`src/rtl/iir_out_buffer.sv`:
```
// Elastic output buffer for iir_filter: strobe-in, valid/ready-out FIFO with sticky overflow.
// Optional peak-magnitude tracker on accepted samples, enabled by defining IIR_OUT_PEAK_EN.
module iir_out_buffer #(
  parameter int unsigned WIDTH = 8,
  parameter int unsigned DEPTH = 8
) (
  input  logic             CLK,
  input  logic             RST,
  input  logic [WIDTH-1:0] DIN,
  input  logic             VIN,
  output logic [WIDTH-1:0] DOUT,
  output logic             VOUT,
  input  logic             READY,
  output logic [$clog2(DEPTH):0] LEVEL,
  output logic             OVF,
`ifdef IIR_OUT_PEAK_EN
  output logic [WIDTH-1:0] PEAK,
`endif
  input  logic             CLR_OVF
);

  localparam int unsigned AW = $clog2(DEPTH);
  localparam int unsigned LW = AW + 1;
  localparam logic [LW-1:0] LevelFull = LW'(DEPTH);

  typedef enum logic [1:0] {StEmpty, StPartial, StFull} state_e;

  state_e          state_q, state_d;
  logic [WIDTH-1:0] mem [DEPTH];
  logic [AW-1:0]   wr_ptr_q, rd_ptr_q;
  logic [LW-1:0]   level_q, level_d;
  logic            vout_q;
  logic            ovf_q;
  logic            pop, push, drop, full;

  assign full = (state_q == StFull);
  assign pop  = vout_q & READY;
  // A full buffer still accepts a sample when the consumer frees a slot in the same cycle.
  assign push = VIN & (~full | pop);
  assign drop = VIN & full & ~pop;

  always_comb begin
    level_d = level_q;
    unique case ({push, pop})
      2'b10:   level_d = level_q + LW'(1);
      2'b01:   level_d = level_q - LW'(1);
      default: level_d = level_q;
    endcase
  end

  always_comb begin
    state_d = StPartial;
    if (level_d == '0) begin
      state_d = StEmpty;
    end else if (level_d == LevelFull) begin
      state_d = StFull;
    end
  end

  always_ff @(posedge CLK) begin
    if (RST) begin
      state_q  <= StEmpty;
      wr_ptr_q <= '0;
      rd_ptr_q <= '0;
      level_q  <= '0;
      vout_q   <= 1'b0;
      ovf_q    <= 1'b0;
    end else begin
      state_q <= state_d;
      level_q <= level_d;
      vout_q  <= (state_d != StEmpty);
      // Drop has priority over a simultaneous clear.
      ovf_q   <= drop | (ovf_q & ~CLR_OVF);
      if (push) begin
        wr_ptr_q <= wr_ptr_q + AW'(1);
      end
      if (pop) begin
        rd_ptr_q <= rd_ptr_q + AW'(1);
      end
    end
  end

  // Storage carries no reset; stale entries are masked by VOUT.
  always_ff @(posedge CLK) begin
    if (!RST && push) begin
      mem[wr_ptr_q] <= DIN;
    end
  end

  assign DOUT  = vout_q ? mem[rd_ptr_q] : '0;
  assign VOUT  = vout_q;
  assign LEVEL = level_q;
  assign OVF   = ovf_q;

`ifdef IIR_OUT_PEAK_EN
  localparam logic [WIDTH-1:0] MinNeg = {1'b1, {(WIDTH-1){1'b0}}};
  localparam logic [WIDTH-1:0] MaxPos = ~MinNeg;

  logic [WIDTH-1:0] abs_din;
  logic [WIDTH-1:0] peak_q;

  // Saturating magnitude so the most negative code still fits as a positive value.
  always_comb begin
    abs_din = DIN;
    if (DIN[WIDTH-1]) begin
      abs_din = (DIN == MinNeg) ? MaxPos : (~DIN + WIDTH'(1));
    end
  end

  always_ff @(posedge CLK) begin
    if (RST) begin
      peak_q <= '0;
    end else if (push && (abs_din > peak_q)) begin
      peak_q <= abs_din;
    end
  end

  assign PEAK = peak_q;
`endif

endmodule

```
`config.mk`:
```
export PLATFORM = sky130hd
export DESIGN_NAME = iir_out_buffer
export DESIGN_NICKNAME = d
export VERILOG_FILES = /design/src/rtl/iir_out_buffer.sv
export SDC_FILE = /design/constraint.sdc
export NUM_CORES = 1
export LEC_CHECK = 0
export ABC_AREA = 1
export CORE_AREA = 8 8 91 93
export CTS_BUF_LIST = sky130_fd_sc_hd__clkbuf_8
export CTS_CLUSTER_DIAMETER = 60
export CTS_CLUSTER_SIZE = 8
export DETAILED_ROUTE_END_ITERATION = 7
export DIE_AREA = 0 0 99 101
export GPL_ROUTABILITY_DRIVEN = 1
export PLACE_DENSITY_LB_ADDON = 0.25
export SLEW_MARGIN = 10
export SYNTH_ARGS = -nofsm -noshare
export SYNTH_HDL_FRONTEND = slang
export SYNTH_SLANG_ARGS = --single-unit
```
`constraint.sdc`:
```
create_clock -name CLK -period 2.8 [get_ports CLK]
set_clock_uncertainty 0.15 [all_clocks]
set_input_delay 0.56 -clock CLK [delete_from_list [all_inputs] [get_ports CLK]]
set_output_delay 0.56 -clock CLK [all_outputs]
set_load 0.01 [all_outputs]
```
==> summary.md <==
The min-delay analysis places its worst path in the category reg2reg. After routing, the total negative slack on setup checks comes to 0 ns. The clock passes through at most 2 buffers. The power density over the cells was 741 nW/um^2. Hold repair after CTS inserted 0 buffers. The count of pins over their slew limit is 0. In this run switching power makes up 29.8% of total power. Internal power summed over all cells: 2.13 mW. The share of total power dissipated in combinational logic is 26.3%. Clock root buffer: sky130_fd_sc_hd__clkbuf_8. For this run, design rule violations remaining after detail routing come to 0. For the worst setup path, the data required time is 2.09 ns. The core region is 6940 um^2. Synthesis produced a netlist with a net count of 313. The first detailed-routing pass took 4 iterations. For this run the aggregate overflow at the end of global routing stands at 0. Cells fill 58.9% of the core in the end.

The fraction of layout instances using a drive strength above 1 was 16.6%; the worst max-slew margin expressed relative to the limit was 71.5%. In the layout the commonest cells are sky130_fd_sc_hd__nor2_1 (77), sky130_fd_sc_hd__edfxtp_1 (64), sky130_fd_sc_hd__o21ai_0 (28). After the last flow step, the layout net total stands at 360. Summed over all nets, the half-perimeter wirelength after detailed placement is 4660 um. In this run, the number of DRC markers left after iteration 0 of detailed routing was 127. The flow ran to the end, and the final reports show no timing, DRC or antenna violations. The first global-routing pass estimated 11600 um of wire.

After synthesis, the netlist uses 25 different library cells. Sequential cells account for 47.1% of the total power. The Yosys step of the flow raised 0 warnings. The mapped netlist covers 3330 um^2.

The final critical delay including setup and external delays is 2.46 ns. At the later pin of the worst-skew pair, clock insertion delay measures 0.34 ns. The via count of the first global-routing pass came out at 2340. STA classifies the critical path startpoint as a register.

The initial antenna violation count came out at 0. In this run the tool buffered the top-level ports with 26 buffer cells. The run gives 0.141 ns as the placement-stage worst setup slack.

The depth of the CTS H-tree is 3. The total via count after detailed routing came out at 2257. The logs give 10000 um^2 for the overall die area and 27 for the boundary pin count.

Once routing completed, OpenROAD measured the worst setup slack at 0.341 ns. Setup violations remaining at the end of the flow were counted as 0. Entering global routing, the biggest net connects 33 pins. Each instance of the synthesized netlist takes up on average 11.2 um^2. From synthesis to final layout, the design area changed by 22.6%.

The site row count is 31, and the average routed wire per standard cell is 16.1 um. Using the TritonRoute via totals, the vias-per-cell ratio works out to 5.24. The tools report the type of destination of the critical path as an output pin. For the pin with the worst max-slew slack, the measured transition is 0.427 ns. The routed design has 6950 um of wire. Overall fraction of global-route tracks in use: 15.2%. The critical path is of the reg2out type. The final hold violation count is 0. The share of the yosys chip area belonging to registers is 67.8%, and the total clock sinks is 81. The repair_antennas step left the layout with diodes totalling 0. Of all nets on the critical path, the largest fanout is 22. Setup repair after global routing left no endpoint under its margin. The tools report the share of total power in the clock network as 26.6%.

Across the VDD grid, the largest voltage drop is 327 uV. Max-cap violations in this run came to 0. The commonest non-fill, non-tap cell in the layout is sky130_fd_sc_hd__nor2_1. At the end of routability-driven placement, the weighted congestion stood at 0.857. Post-CTS timing repair inserted 0 buffers for setup. After layout, the worst path uses 87.8% of the clock period. TritonCTS built the clock tree. For this configuration, the core starts out at a cell density of 48.0%.

The minimum setup slack among reg-to-reg paths was 0.53 ns. The final antenna-violating net count is 0, and the horizontal extent of the die is 99 um. After synthesis the netlist holds a flip-flop and latch count of 81. For the highest clock frequency the design can meet, the log shows 0.407 GHz. For this design the total switching power over the nets is 0.904 mW. In this run the static leakage power is 1.59 nW. Across all hold checks on the routed design, the worst slack comes to 0.329 ns. After layout, the design draws a total of 3.03 mW.

Clock-pin slew was measured on the worst setup and hold paths at 0.07 ns. Counting every instance in the synthesized netlist gives 297. Data arrives at the worst endpoint at 1.75 ns. The die is 101 um tall. For the number of buffers inserted during clock tree synthesis, the log shows 9.
-- synthesized netlist by cell type --
master | n | area, um^2
sky130_fd_sc_hd__nor2_1 | 77 | 289
sky130_fd_sc_hd__edfxtp_1 | 64 | 1920
sky130_fd_sc_hd__o21ai_0 | 28 | 140
sky130_fd_sc_hd__inv_1 | 22 | 82.6
sky130_fd_sc_hd__nand2_1 | 20 | 75.1
sky130_fd_sc_hd__dfxtp_1 | 17 | 340
sky130_fd_sc_hd__o32ai_1 | 16 | 140
sky130_fd_sc_hd__clkbuf_1 | 10 | 37.5
sky130_fd_sc_hd__nand3_1 | 6 | 30.0
sky130_fd_sc_hd__a21oi_1 | 5 | 25.0
sky130_fd_sc_hd__nor3_1 | 5 | 25.0
sky130_fd_sc_hd__ha_1 | 3 | 37.5
sky130_fd_sc_hd__nand2_2 | 3 | 18.8
sky130_fd_sc_hd__nand3_2 | 3 | 30.0
sky130_fd_sc_hd__xor2_1 | 3 | 26.3
sky130_fd_sc_hd__buf_2 | 2 | 10.0
sky130_fd_sc_hd__inv_2 | 2 | 7.51
sky130_fd_sc_hd__nand2_4 | 2 | 22.5
sky130_fd_sc_hd__nand4_1 | 2 | 12.5
sky130_fd_sc_hd__o21ai_1 | 2 | 10.0
sky130_fd_sc_hd__nor2_4 | 1 | 11.3
sky130_fd_sc_hd__nor3b_1 | 1 | 7.51
sky130_fd_sc_hd__o21ai_2 | 1 | 8.76
sky130_fd_sc_hd__xnor2_1 | 1 | 8.76
sky130_fd_sc_hd__xor2_2 | 1 | 16.3
-- per-stage QoR --
step	instances	cell area, um^2
after floorplan	297	3330
after global placement	415	3810
after detailed placement	415	3810
after CTS	431	4010
after global routing	431	4090
final	431	4090
-- final timing paths --
kind / from / endpoint / cells after the start
worst min-delay path: OVF$_SDFF_PP0_ / OVF$_SDFF_PP0_ / 2
worst min register to register: OVF$_SDFF_PP0_ / OVF$_SDFF_PP0_ / 2
worst max register to register: VOUT$_SDFF_PP0_ / mem[2][2]$_DFFE_PP_ / 8
worst max-delay path: register / DOUT[4] / 7
-- flip-flops by register name (all words and copies together), names as in the netlist, named ones only --
register and flops:
LEVEL 4, OVF 1, VOUT 1, mem 64, rd_ptr_q 3, state_q 2, wr_ptr_q 3
-- worst max-delay path, stage by stage (launching register included) --
cell and delay [ns]:
sky130_fd_sc_hd__dfxtp_2 0.35, sky130_fd_sc_hd__inv_2 0.09, sky130_fd_sc_hd__buf_12 0.16, sky130_fd_sc_hd__nor2_1 0.05, sky130_fd_sc_hd__o32ai_1 0.21, sky130_fd_sc_hd__o21ai_0 0.11
sky130_fd_sc_hd__nor2_1 0.15, sky130_fd_sc_hd__dlygate4sd2_1 0.28
-- timing repair --
item / in CTS / in global routing
setup endpoints to repair: 4 / 6
hold endpoints to repair: 0 / 0
gates resized for setup: 4 / 19
-- cell families (layout without fill, tap and decap cells) --
kind of cell             Yosys count  after routing  share of synthesized area (%)
flip-flops                        81             81                           67.8
AND/OR/NAND/NOR                  120            120                           15.6
adder cells (fa/ha/maj)            3              3                           1.13
XOR/XNOR                           5              5                           1.54
AO/OA/AOI/OAI                     52             52                           9.72
buffers and inverters             36             88                           4.13
-- cell type report --
| type | count | area (um^2) |
|---|---|---|
| Clock buffer | 9 | 124 |
| Tap cell | 82 | 103 |
| Fill cell | 598 | 2850 |
| Inverter | 24 | 90.1 |
| Multi-Input combinational cell | 180 | 980 |
| Timing Repair Buffer | 48 | 465 |
| Clock inverter | 7 | 63.8 |
| Sequential cell | 81 | 2260 |
-- metal layers --
layer	part of all wire (%)	vias up	wire length [um]	GRT usage, %
li1	-	1127	-	-
met1	46	1056	3170	19.1
met2	48	65	3310	24.2
met3	5.3	9	367	3.04
met4	1.5	0	102	8.15
met5	0	-	0	0
-- power by group through the flow --
| stage | Combinational, mW | Clock (mW) | Sequential [mW] |
|---|---|---|---|
| after floorplan | 0.452 | 0 | 1.45 |
| after global placement | 0.763 | 0 | 1.45 |
| after detailed placement | 0.772 | 0 | 1.45 |
| after CTS | 0.776 | 0.824 | 1.43 |
| after global routing | 0.899 | 0.870 | 1.44 |
| final | 0.796 | 0.805 | 1.43 |
(Power assumes the default switching activity.)
